$ cat src/rtl/hamming_pkg.sv
// Shared Hamming(21,16) definitions: widths, parity placement, syndrome and payload helpers.
// Latency: n/a (constants and pure functions only).
// Backpressure: n/a.
package hamming_pkg;

  localparam int CW_W  = 21;
  localparam int D_W   = 16;
  localparam int SYN_W = 5;

  // Parity bits sit at codeword indices 0,1,3,7,15 (Hamming positions 1,2,4,8,16).
  localparam logic [CW_W-1:0] PAR_MASK = 21'h00808B;

  // XOR of the 1-based positions of all set bits. Zero for a valid codeword.
  // The encoder uses the same function over a parity-cleared word to derive parity.
  function automatic logic [SYN_W-1:0] calcSyndrome(input logic [CW_W-1:0] cw);
    logic [SYN_W-1:0] s;
    s = '0;
    for (int i = 0; i < CW_W; i++) begin
      if (cw[i]) s ^= SYN_W'(i + 1);
    end
    return s;
  endfunction

  // Packs the non-parity bits, lowest index first, into the payload.
  function automatic logic [D_W-1:0] extractPayload(input logic [CW_W-1:0] cw);
    logic [D_W-1:0] d;
    int             j;
    d = '0;
    j = 0;
    for (int i = 0; i < CW_W; i++) begin
      if (!PAR_MASK[i]) begin
        d[j[3:0]] = cw[i];
        j++;
      end
    end
    return d;
  endfunction

endpackage

$ cat src/rtl/hamming_syndrome.sv
// Combinational 21->5 Hamming syndrome.
// Latency: 0 cycles (pure combinational).
// Backpressure: none; output follows input.
// Ports: codeword (21-bit input), syndrome (5-bit output, 0 = clean).
module hamming_syndrome
  import hamming_pkg::*;
(
  input  logic [CW_W-1:0]  codeword,
  output logic [SYN_W-1:0] syndrome
);

  assign syndrome = calcSyndrome(codeword);

endmodule

$ cat src/rtl/hamming_dec.sv
// SEC decoder for Hamming(21,16) codewords with saturating error statistics.
// Latency: 2 cycles from upstream accept to oValid; 1 word/cycle throughput.
// Backpressure: 2-stage stallable pipeline; oReady falls only when both stages hold a word and iReady=0.
// Ports: clk/rst; upstream iData/iValid/oReady; downstream oData/oValid/iReady with
//        oErrCorr/oErrUncorr qualifiers; iClrCnt clears oCorrCnt/oUncorrCnt.
module hamming_dec
  import hamming_pkg::*;
#(
  parameter int CNT_W = 16,
  parameter int CW_W  = 21,
  parameter int D_W   = 16
) (
  input  logic             clk,
  input  logic             rst,
  input  logic [CW_W-1:0]  iData,
  input  logic             iValid,
  output logic             oReady,
  output logic [D_W-1:0]   oData,
  output logic             oValid,
  input  logic             iReady,
  output logic             oErrCorr,
  output logic             oErrUncorr,
  input  logic             iClrCnt,
  output logic [CNT_W-1:0] oCorrCnt,
  output logic [CNT_W-1:0] oUncorrCnt
);

  // The codeword map is hard-wired; refuse to build any other geometry.
  if (CW_W != hamming_pkg::CW_W || D_W != hamming_pkg::D_W) begin : gBadGeometry
    $error("hamming_dec supports only CW_W=21, D_W=16");
  end

  logic             en1, en2;
  logic             v1, v2;
  logic [CW_W-1:0]  cw1, fixedCw;
  logic [SYN_W-1:0] syn, syn1;
  logic             isCorr, isUncorr;
  logic [D_W-1:0]   data2;
  logic             corr2, uncorr2;
  logic             outXfer;
  logic [CNT_W-1:0] corrCnt, uncorrCnt;

  hamming_syndrome uSyndrome (
    .codeword (iData),
    .syndrome (syn)
  );

  assign en2    = !v2 || iReady;
  assign en1    = !v1 || en2;
  assign oReady = en1;

  // Syndromes 1..21 name the bad position; 22..31 point past the codeword.
  assign isCorr   = (syn1 != '0) && (syn1 <= SYN_W'(CW_W));
  assign isUncorr = (syn1 >  SYN_W'(CW_W));

  // Flip the bit the syndrome points at; out-of-range syndromes match nothing.
  always_comb begin
    fixedCw = cw1;
    for (int i = 0; i < CW_W; i++) begin
      fixedCw[i] = cw1[i] ^ (syn1 == SYN_W'(i + 1));
    end
  end

  always_ff @(posedge clk or posedge rst) begin
    if (rst) begin
      v1   <= 1'b0;
      cw1  <= '0;
      syn1 <= '0;
    end else if (en1) begin
      v1   <= iValid;
      cw1  <= iData;
      syn1 <= syn;
    end
  end

  always_ff @(posedge clk or posedge rst) begin
    if (rst) begin
      v2      <= 1'b0;
      data2   <= '0;
      corr2   <= 1'b0;
      uncorr2 <= 1'b0;
    end else if (en2) begin
      v2 <= v1;
      if (v1) begin
        data2   <= extractPayload(fixedCw);
        corr2   <= isCorr;
        uncorr2 <= isUncorr;
      end else begin
        data2   <= '0;
        corr2   <= 1'b0;
        uncorr2 <= 1'b0;
      end
    end
  end

  // Statistics count delivered words, so a stalled word is counted once.
  assign outXfer = v2 && iReady;

  always_ff @(posedge clk or posedge rst) begin
    if (rst) begin
      corrCnt   <= '0;
      uncorrCnt <= '0;
    end else if (iClrCnt) begin
      corrCnt   <= '0;
      uncorrCnt <= '0;
    end else begin
      if (outXfer && corr2 && (corrCnt != '1))
        corrCnt <= corrCnt + CNT_W'(1);
      if (outXfer && uncorr2 && (uncorrCnt != '1))
        uncorrCnt <= uncorrCnt + CNT_W'(1);
    end
  end

  assign oValid     = v2;
  assign oData      = data2;
  assign oErrCorr   = corr2;
  assign oErrUncorr = uncorr2;
  assign oCorrCnt   = corrCnt;
  assign oUncorrCnt = uncorrCnt;

endmodule

$ cat config.mk
export PLATFORM = sky130hd
export DESIGN_NAME = hamming_dec
export DESIGN_NICKNAME = d
export VERILOG_FILES = /design/src/rtl/hamming_pkg.sv /design/src/rtl/hamming_syndrome.sv /design/src/rtl/hamming_dec.sv
export SDC_FILE = /design/constraint.sdc
export NUM_CORES = 1
export LEC_CHECK = 0
export CAP_MARGIN = 40
export CELL_PAD_IN_SITES_DETAIL_PLACEMENT = 2
export CELL_PAD_IN_SITES_GLOBAL_PLACEMENT = 2
export CORE_UTILIZATION = 32
export DETAILED_ROUTE_END_ITERATION = 10
export GPL_TIMING_DRIVEN = 0
export PLACE_DENSITY = 0.75
export SLEW_MARGIN = 20
export SYNTH_ARGS = -nofsm -noshare
export SYNTH_HDL_FRONTEND = slang
export SYNTH_SLANG_ARGS = --single-unit
$ cat constraint.sdc
create_clock -name clk -period 2.8 [get_ports clk]
set_input_delay 0.28 -clock clk [delete_from_list [all_inputs] [get_ports clk]]
set_output_delay 0.28 -clock clk [all_outputs]
set_load 0.1 [all_outputs]
==> flow_metrics.tcl, run 1 <==
set metrics [dict create \
    status "complete, no violations" \
    netlist_instances 399 \
    grt_pass1_wl_um 22200 \
    cap_violations 0 \
    pin_count 78 \
    area_growth_pct 53.6 \
    core_region_area_um2 12100 \
    period_minus_slack_ns 2.63 \
    p_total_mw 4.06 \
    synth_area_per_cell_um2 10.0 \
    arrival_ns 2.35 \
    drt_iter0_markers 104 \
    worst_slew_pin_slew_ns 0.603 \
    fillers 1228 \
    timing.final.ws_setup_ns 0.172 \
    fmax_mhz 380 \
    path_cells "nor2b_1, nand2_1, clkbuf_2, clkdlybuf4s50_1, buf_8" \
    clk_latency_ns 0.34 \
    required_ns 2.52 \
    rsz0062_at_grt "false" \
    cp_slowest_cell "clkdlybuf4s50_1" \
    die_x_um 114 \
    dp_hpwl_um 10100 \
    cts_tree "yes" \
    layout-drive-gt1-share_pct 20.6 \
    peakVddDrop_mv 0.329 \
    syn_area_um2 3990 \
    cts.clk_slew.worst_paths_ns 0.06 \
    die_h_um 114 \
    grt_pass1_vias 4189 \
    ctsHoldBuffers 0 \
    io_buffers 77 \
    antenna_found_initial 0 \
    cp-start-kind "flop" \
    r2r_start "oCorrCnt[0]" \
    core.rowCount 40 \
    cts_root_buf "clkbuf_16" \
    worstSetupPathType "flop to primary output" \
    ys_ff_latch 73 \
    critPathLaunch "oValid" \
    maxSlewHeadroom_pct 59.8 \
    dr.pass1.iters 5 \
    vias 3700 \
    clock-sinks 73 \
    drtAntennaViolNets 0 \
    synth_flop_cell "dfrtp_1" \
    yosys_warnings 0 \
    synth_edf_count 0 \
    antenna_cells 0 \
    track_usage_pct 22.7 \
    numCtsBuffers 9 \
    route.detailed.wl_per_inst_um 19.4 \
    power_density_nw_per_um2 663 \
    finClkSkew_ns 0.00538 \
    route.detailed.drc 0 \
    fin_crit_sh_pct 93.9 \
    setup_violations 0 \
    gp_congestion 0.785 \
    p_leak_nw 2.46 \
    worstHoldPathType "input pin to async pin" \
    initial_utilization_pct 33.1 \
    clockBufferDepth 2 \
    post-place-ws_ns 0.0830 \
    synth_nets 427 \
    slew_violations 0 \
    hold_violations 0 \
    grt_max_degree 57 \
    viasPerCell 5.19 \
    critPathMaxFanout 10 \
    async_flop_share_pct 100 \
    nNetsFinal 568 \
    cp-end-kind "primary output" \
    crit_path_max_incr_delay_ns 0.56 \
    grt-ovfl-total 0 \
    die-area_um2 12900 \
    routed_wl_um 13800 \
    cts_htree_levels 3 \
    yosysUniqueCellTypes 51 \
    seq_area_frac_synth_pct 45.8 \
]
-- worst paths after layout --
kind / slack [ns] / endpoint / cells past startpoint
hold / removal: 0.24 / oCorrCnt[5] / 2
max in group asynchronous: 1.98 / cw1[6] / 3
setup / recovery: 0.17 / oReady / 5
min in group clk: 0.49 / oData[9] / 2
hold reg to reg: 0.49 / oData[9] / 2
setup reg to reg: 0.60 / oCorrCnt[9] / 6
-- placed cells by master (no fill, tap or decap), drive strengths merged, types with 2 or more instances in the layout --
cell           count
nor3b              3
xnor2             27
a311oi             2
inv                7
nand2b             2
xor2              13
mux2              27
nand2             42
clkdlybuf4s50     77
or2                3
and4               3
nor2              21
or3                4
or4               10
buf               59
clkbuf            25
bufinv             3
ha                 2
a211oi             2
xnor3              4
o21ai             23
nand4             10
nor4               5
nor3               6
nor2b             16
a21oi             25
dfrtp             73
nand3             18
and3               7
o31ai              9
-- synth_stat cells (2+ instances only) --
master	count	area, um^2
buf_2	3	15.0
nor4_1	3	18.8
and4_1	2	17.5
nor2_1	21	78.8
or2_2	2	12.5
and3_1	7	43.8
xor2_1	13	114
ha_1	2	25.0
nand4_2	2	25.0
dfrtp_1	73	1830
xnor3_1	4	90.1
nor3_1	6	30.0
nand4_1	8	50.1
nand3_1	18	90.1
a211oi_1	2	15.0
a21oi_1	25	125
buf_4	2	15.0
nor3b_1	3	22.5
or4_1	9	67.6
xnor2_1	27	236
a311oi_1	2	17.5
or3_1	3	18.8
o21ai_0	23	115
nor4_2	2	25.0
clkbuf_1	14	52.6
mux2_2	27	304
o31ai_1	9	67.6
inv_1	7	26.3
nand2b_1	2	12.5
nor2b_1	16	100
nand2_1	42	158
-- metrics by stage --
stage	hold slack (ns)	util (%)	setup TNS, ns	instances	instance area, um^2
final	0.241	50.8	0	713	6130
after global routing	0.257	50.8	0	713	6130
after CTS	0.243	50.8	0	713	6130
after global placement	0.475	41.2	-51.09	644	4970
after floorplan	0.388	-	0	399	3990
after detailed placement	0.480	47.9	0	697	5780
-- logic make-up after synthesis --
logic type	synth area share, %
buffers and inverters	3.01
XOR/XNOR	11.0
multiplexers	7.87
adder cells (fa/ha/maj)	0.627
flip-flops	45.8
AND/OR/NAND/NOR	21.5
AO/OA/AOI/OAI	10.1
-- area by class of cell --
type	instances	area [um^2]	area share, %
Sequential cell	73	1830	29.8
Buffer	20	95.1	1.55
Inverter	7	28.8	0.470
Clock buffer	11	243	3.96
Multi-Input combinational cell	299	2040	33.3
Tap cell	168	210	3.43
Timing Repair Buffer	130	1580	25.8
Clock inverter	5	103	1.67
-- state kept, by name, indices dropped and copies added (netlist names) --
name	count
cw1	16
oCorrCnt	16
oData	16
oErrCorr	1
oErrUncorr	1
oUncorrCnt	16
oValid	1
syn1	5
v1	1
-- repair_timing --
action,in CTS,in global routing
buffers inserted,0,0
endpoints found under the setup margin,0,1
gates resized for setup,0,2
hold endpoints to repair,0,0
-- metal layers --
layer	up-vias	wire, um	track usage [%]
met2	70	7840	44.0
met3	13	302	2.60
li1	1701	-	-
met1	1916	5490	25.5
met5	-	0	0
met4	0	181	7.54
-- report_power, final --
| group | switching, mW | leakage [nW] | internal (mW) |
|---|---|---|---|
| Combinational | 0.927 | 1.35 | 0.533 |
| Clock | 0.458 | 0.166 | 0.894 |
| Sequential | 0.0774 | 0.942 | 1.17 |
-- critical path, delay by kind of cell, from the launching register on --
family | cells | cell delay, ns
buf+inv | 3 | 1.07
simple gates | 2 | 0.52
flops | 1 | 0.42
Power figures use the tool's default switching activity.
==> inputs of run 2 (changes only) <==
--- a/config.mk
+++ b/config.mk
@@ -8,10 +8,11 @@
 export CAP_MARGIN = 40
 export CELL_PAD_IN_SITES_DETAIL_PLACEMENT = 2
 export CELL_PAD_IN_SITES_GLOBAL_PLACEMENT = 2
-export CORE_UTILIZATION = 32
+export CORE_UTILIZATION = 40
 export DETAILED_ROUTE_END_ITERATION = 10
+export DONT_BUFFER_PORTS = 1
 export GPL_TIMING_DRIVEN = 0
-export PLACE_DENSITY = 0.75
+export PLACE_DENSITY = 0.76
 export SLEW_MARGIN = 20
 export SYNTH_ARGS = -nofsm -noshare
 export SYNTH_HDL_FRONTEND = slang
==> run 2 against run 1 <==
  * The run now fails in clock tree synthesis (4_1_cts)
  * Synthesized cell count unchanged
  * Synthesized area did not move
==> flow_metrics.tcl, run 2 <==
set metrics [dict create \
    status "stopped before the end" \
    lastStage "clock tree synthesis (4_1_cts)" \
    error_line "[ERROR DPL-0033] detailed placement checks failed during check placement." \
    ctsHoldBuffers 1 \
    clock-sinks 73 \
    pin_count 78 \
    syn_area_um2 3990 \
    die_x_um 102 \
    numCtsBuffers 9 \
    synth_flop_cell "dfrtp_1" \
    netlist_instances 399 \
    place_area_um2 5670 \
    seq_area_frac_synth_pct 45.8 \
    initial_utilization_pct 41.0 \
    synth_edf_count 0 \
    cts_setup_buffers 0 \
    async_flop_share_pct 100 \
    cts-resized-gates 0 \
    gp_congestion 0.773 \
    yosysUniqueCellTypes 51 \
    ys_ff_latch 73 \
    die_h_um 102 \
    synth_common_cells "dfrtp_1, nand2_1, mux2_2, xnor2_1, a21oi_1" \
    synth_area_per_cell_um2 10.0 \
    synthTopCellsByArea "dfrtp_1, mux2_2, xnor2_1" \
    yosys_warnings 0 \
    cts_htree_levels 3 \
    cts_root_buf "clkbuf_8" \
    placedCellCount 621 \
    io_buffers 0 \
    core.rowCount 36 \
    clockBufferDepth 2 \
    yosys.area.top_type_share_pct 45.8 \
    yosysMostFrequentCell "dfrtp_1" \
    yosysTopAreaCell "dfrtp_1" \
    dp_hpwl_um 12600 \
    synth_nets 427 \
]
run 2: cell counts after synthesis:
No cell type changed its count.
run 2: through the flow:
stage / util, % / worst slack, ns / setup TNS [ns]
3_3_place_gp: 42.7 / -0.244 / -17.98
3_5_place_dp: 58.3 / 0.466 / 0
2_1_floorplan: - / 0.167 / 0
run 2: logic make-up after synthesis:
kind of cell    count (synthesis)  synth area share [%]
compound gates                 69                  10.1
xor+xnor                       44                  11.0
fa+ha+maj                       2                 0.627
buf+inv                        27                  3.01
flops                          73                  45.8
mux                            28                  7.87
simple gates                  156                  21.5
==> inputs of run 3 (changes only) <==
--- a/config.mk
+++ b/config.mk
@@ -6,13 +6,11 @@
 export NUM_CORES = 1
 export LEC_CHECK = 0
 export CAP_MARGIN = 40
-export CELL_PAD_IN_SITES_DETAIL_PLACEMENT = 2
-export CELL_PAD_IN_SITES_GLOBAL_PLACEMENT = 2
 export CORE_UTILIZATION = 40
 export DETAILED_ROUTE_END_ITERATION = 10
 export DONT_BUFFER_PORTS = 1
 export GPL_TIMING_DRIVEN = 0
-export PLACE_DENSITY = 0.76
+export PLACE_DENSITY_LB_ADDON = 0.15
 export SLEW_MARGIN = 20
 export SYNTH_ARGS = -nofsm -noshare
 export SYNTH_HDL_FRONTEND = slang
==> run 3 against run 2 <==
  * The flow now finishes without violations
==> flow_metrics.tcl, run 3 (synthesized netlist as in run 1, its figures left out) <==
set metrics [dict create \
    switching_share_pct 38.0 \
    rsz0062_at_grt "false" \
    viasPerCell 5.22 \
    dr.pass1.iters 4 \
    die_x_um 102 \
    cp-start-kind "flop" \
    maxSlewHeadroom_pct 40.6 \
    peakVddDrop_mv 0.242 \
    route.detailed.drc 0 \
    grt_pass1_vias 3428 \
    cts_htree_levels 3 \
    core.rowCount 36 \
    cts_root_buf "clkbuf_8" \
    fmax_mhz 440 \
    grt-ovfl-total 0 \
    clk_latency_ns 0.36 \
    worst_slew_pin_slew_ns 0.890 \
    cap_violations 0 \
    tns_ns 0 \
    die-area_um2 10400 \
    initial_utilization_pct 41.0 \
    fin_crit_sh_pct 81.2 \
    setup_violations 0 \
    final_common_cell "dfrtp_1" \
    clockBufferDepth 2 \
    whs_ns 0.0525 \
    p_comb_share_pct 37.6 \
    drtAntennaViolNets 0 \
    vias 3368 \
    path_depth 3 \
    cp_slowest_cell "clkbuf_2" \
    route.detailed.wl_per_inst_um 16.1 \
    die_h_um 102 \
    critPathMaxFanout 10 \
    arrival_ns 1.99 \
    antenna_found_initial 0 \
    clock-sinks 73 \
    cts-resized-gates 0 \
    status "complete, no violations" \
    dp_hpwl_um 8020 \
    power.internal_mw 2.20 \
    layout_common_cells "dfrtp_1, buf_16, nand2_1" \
    holdPathStages 1 \
    post-place-ws_ns 0.724 \
    cts.clk_slew.worst_paths_ns 0.08 \
    cp-end-kind "primary output" \
    core_region_area_um2 9730 \
    cts_tree "yes" \
    grt_pass1_wl_um 17000 \
    crit_family "buffers and inverters" \
    hold_violations 0 \
    layout-drive-gt1-share_pct 24.6 \
    p_leak_nw 2.45 \
    crit_path_max_incr_delay_ns 0.65 \
    area_growth_pct 50.8 \
    seqPwrFrac_pct 37.4 \
    grt_max_degree 42 \
    worst-r2r-cell-count 7 \
    slew_violations 0 \
    io_buffers 0 \
    path_cells "nor2b_1, nand2_1, clkbuf_2" \
    power_density_nw_per_um2 591 \
    worstHoldPathType "input pin to flop" \
    finClkSkew_ns 0.0107 \
    p_switching_mw 1.35 \
    timing.final.ws_setup_ns 0.527 \
    numCtsBuffers 9 \
    required_ns 2.52 \
    period_minus_slack_ns 2.27 \
    drt_iter0_markers 77 \
    fin_util_pct 61.8 \
    routed_wl_um 10400 \
    gp_congestion 0.761 \
    p_total_mw 3.55 \
    pin_count 78 \
    clock_power_share_pct 24.9 \
    nNetsFinal 535 \
    antenna_cells 0 \
    track_usage_pct 21.6 \
    worstSetupPathType "flop to primary output" \
    cp_num_buf_inv 1 \
]
## run 3: routing by layer
metal / GRT usage, % / vias up / part of all wire [%]
li1: - / 1644 / -
met1: 25.1 / 1625 / 41
met2: 38.1 / 81 / 53
met3: 4.10 / 18 / 3.8
met4: 10.7 / 0 / 2.2
met5: 0 / - / 0
## run 3: power by group through the flow
stage / Sequential [mW] / Combinational (mW) / Clock [mW]
5_1_grt: 1.35 / 1.41 / 0.954
4_1_cts: 1.33 / 1.35 / 0.906
3_3_place_gp: 1.74 / 0.545 / 0
2_1_floorplan: 1.71 / 0.445 / 0
3_5_place_dp: 1.35 / 1.34 / 0
6_report: 1.33 / 1.34 / 0.886
## run 3: path summary, 6_finish.rpt
| path | from | endpoint | slack (ns) |
|---|---|---|---|
| max | oValid | oReady | 0.53 |
| max reg2reg | oCorrCnt[0] | oCorrCnt[2] | 0.70 |
| min | iValid | v1 | 0.05 |
| max in group asynchronous | rst | oData[7] | 1.81 |
| min in group asynchronous | rst | oCorrCnt[4] | 0.41 |
| min reg2reg | v1 | oValid | 0.53 |
## run 3: layout make-up
type | count | area [um^2]
Multi-Input combinational cell | 299 | 2040
Timing Repair Buffer | 97 | 1650
Clock buffer | 14 | 173
Tap cell | 133 | 166
Clock inverter | 2 | 35.0
Sequential cell | 73 | 1830
Buffer | 20 | 95.1
Inverter | 7 | 28.8
Fill cell | 809 | 3710
## run 3: metrics by stage
stage / std cells / cell area, um^2
final: 645 / 6020
after global placement: 532 / 4160
after detailed placement: 626 / 5790
after global routing: 645 / 6020
after CTS: 643 / 6010
after floorplan: 399 / 3990
## run 3: timing repair
item / CTS / global route
buffers inserted: 0 / 0
hold endpoints to repair: 32 / 0
hold buffers: 1 / 0
==> inputs of run 4 (changes only) <==
==> constraint.sdc (replaced) <==
create_clock -name clk -period 2.15 [get_ports clk]
set_input_delay 0.215 -clock clk [delete_from_list [all_inputs] [get_ports clk]]
set_output_delay 0.215 -clock clk [all_outputs]
set_load 0.1 [all_outputs]
==> run 4 against run 3 <==
  * Clock skew increased by 0.0032 ns
  * Register-to-register slack got worse by 0.63 ns
  * Wire length decreased by 7.4%
  * Clock power increased by 11%
  * Critical path depth increased by 3
  * Setup slack got worse by 0.46 ns
  * First-iteration DRC count increased by 16%
  * Hold slack got worse by 0.041 ns
  * Sequential share of layout area increased by 7.1 points
  * Via count decreased by 7.1%
  * Total power increased by 23%
==> flow_metrics.tcl, run 4 (synthesized netlist as in run 1, its figures left out) <==
set metrics [dict create \
    critPathLaunch "oCorrCnt[0]" \
    final_common_cell "dfrtp_1" \
    worstSetupPathType "flop to flop" \
    pin_count 78 \
    drtAntennaViolNets 0 \
    clk_latency_ns 0.34 \
    rrSetupSlack_ns 0.07 \
    nNetsFinal 477 \
    period_minus_slack_ns 2.08 \
    use_met3_pct 4.99 \
    numCtsBuffers 9 \
    antenna_cells 0 \
    die_x_um 102 \
    rr_endpoint "oCorrCnt[13]" \
    top_usage_layer "met2" \
    grt_use_met1_pct 25.9 \
    worst-r2r-cell-count 6 \
    cp-start-kind "flop" \
    instances_no_fill 587 \
    fin_crit_sh_pct 96.7 \
    maxSlewHeadroom_pct 40.7 \
    grt-ovfl-total 0 \
    hold_violations 0 \
    fmax_mhz 481 \
    dr.pass1.iters 4 \
    initial_utilization_pct 41.0 \
    die_h_um 102 \
    placedCellCount 568 \
    cp_slowest_cell "dfrtp_4" \
    core.rowCount 36 \
    worst_slew_pin_slew_ns 0.890 \
    route.detailed.drc 0 \
    grt_max_degree 27 \
    antenna_found_initial 0 \
    crit_end "oCorrCnt[13]" \
    status "complete, no violations" \
    cap_violations 0 \
    clock-sinks 73 \
    arrival_ns 2.31 \
    route.detailed.wl_per_inst_um 16.4 \
    use_met2_pct 33.6 \
    finClkSkew_ns 0.0139 \
    r2r_start "oCorrCnt[0]" \
    layout_common_cells "dfrtp_1, nand2_1, dfrtp_4" \
    cts_root_buf "clkbuf_8" \
    cp-end-kind "flop" \
    worstHoldPathType "input pin to flop" \
    grt_pass1_vias 3183 \
    setup_violations 0 \
    layout-drive-gt1-share_pct 26.0 \
    clockBufferDepth 2 \
    slew_violations 0 \
    die-area_um2 10400 \
    p_leak_nw 1.96 \
    vias 3129 \
    required_ns 2.38 \
    dp_hpwl_um 7080 \
    core_region_area_um2 9730 \
    grt_pass1_wl_um 16200 \
    design_area_um2 5180 \
    critPathMaxFanout 10 \
    cts.clk_slew.worst_paths_ns 0.08 \
    cts_tree "yes" \
    track_usage_pct 20.2 \
    area_growth_pct 29.8 \
    routed_wl_um 9640 \
    power_density_nw_per_um2 841 \
    viasPerCell 5.33 \
    place_area_um2 4830 \
    cts_htree_levels 3 \
    drt_iter0_markers 89 \
    io_buffers 0 \
    crit_path_max_incr_delay_ns 0.64 \
    gp_congestion 0.835 \
    peakVddDrop_mv 0.358 \
    fillers 887 \
    path_cells "ha_4, nand3_1, nor4_4, buf_6, nor4_1, mux2_2" \
]
==> run 4: cell types whose count changed in the layout (fill, tap and decap cells not counted), moves of 5 or more <==
| cell | before | now |
|---|---|---|
| buf_1 | 26 | 13 |
| buf_16 | 49 | 19 |
| buf_2 | 9 | 4 |
| buf_6 | 13 | 4 |
| dfrtp_1 | 73 | 42 |
| dfrtp_4 | 0 | 30 |
==> run 4: critical path, delay by kind of cell (launching register included) <==
kind                       cells  cell delay [ns]
DFF                            1             0.64
and+or+nand+nor                3             0.55
muxes                          1             0.37
adders and majority gates      1             0.24
buffers and inverters          1             0.15
==> run 4: area by class of cell <==
| class | count | area [um^2] | area share, % |
|---|---|---|---|
| multi-input combinational | 299 | 2110 | 40.7 |
| sequential | 73 | 1940 | 37.5 |
| timing repair buffer | 39 | 656 | 12.7 |
| clock buffer | 16 | 170 | 3.29 |
| tap | 133 | 166 | 3.21 |
| buffer | 20 | 109 | 2.10 |
| inverter | 7 | 30.0 | 0.580 |
==> run 4: report_power, final <==
part | total, mW | internal [mW] | switching [mW] | leakage, nW
Sequential | 1.87 | 1.54 | 0.337 | 0.883
Combinational | 1.49 | 0.625 | 0.869 | 0.996
Clock | 0.985 | 0.487 | 0.498 | 0.0850
==> run 4: metrics by stage <==
step	power [mW]	worst slack, ns	util (%)	hold slack [ns]	setup TNS, ns
2_1_floorplan	2.81	0.0239	-	0.323	0
4_1_cts	4.41	0.00925	52.3	0.00185	0
5_1_grt	4.58	-0.0000779	53.2	0.00232	-0.0000779
3_3_place_gp	2.97	-0.244	43.2	0.368	-2.84
6_report	4.35	0.0702	53.2	0.0118	0
3_5_place_dp	3.39	-0.169	49.7	0.186	-2.00
==> run 4: routing by layer <==
metal | wire, um | up-vias
li1 | - | 1521
met2 | 4720 | 91
met1 | 4240 | 1504
met5 | 0 | -
met4 | 143 | 0
met3 | 528 | 13
==> run 4: worst min path at each step <==
stage,end,cells after the start,startpoint,slack [ns]
6_report,v1,1,iValid,0.01
4_1_cts,v1,1,iValid,0.002
3_5_place_dp,oData[8],1,rst,0.19
5_1_grt,v1,1,iValid,0.002
2_1_floorplan,v1,1,iValid,0.32
3_3_place_gp,cw1[4],1,iData[4],0.37
==> run 4: timing repair <==
| action | 4_1_cts | 5_1_grt |
|---|---|---|
| pin swaps | 0 | 1 |
| buffers inserted | 0 | 1 |
| hold endpoints to repair | 24 | 0 |
| setup endpoints to repair | 23 | 26 |
| gates resized for setup | 23 | 24 |
| hold buffers | 1 | 0 |
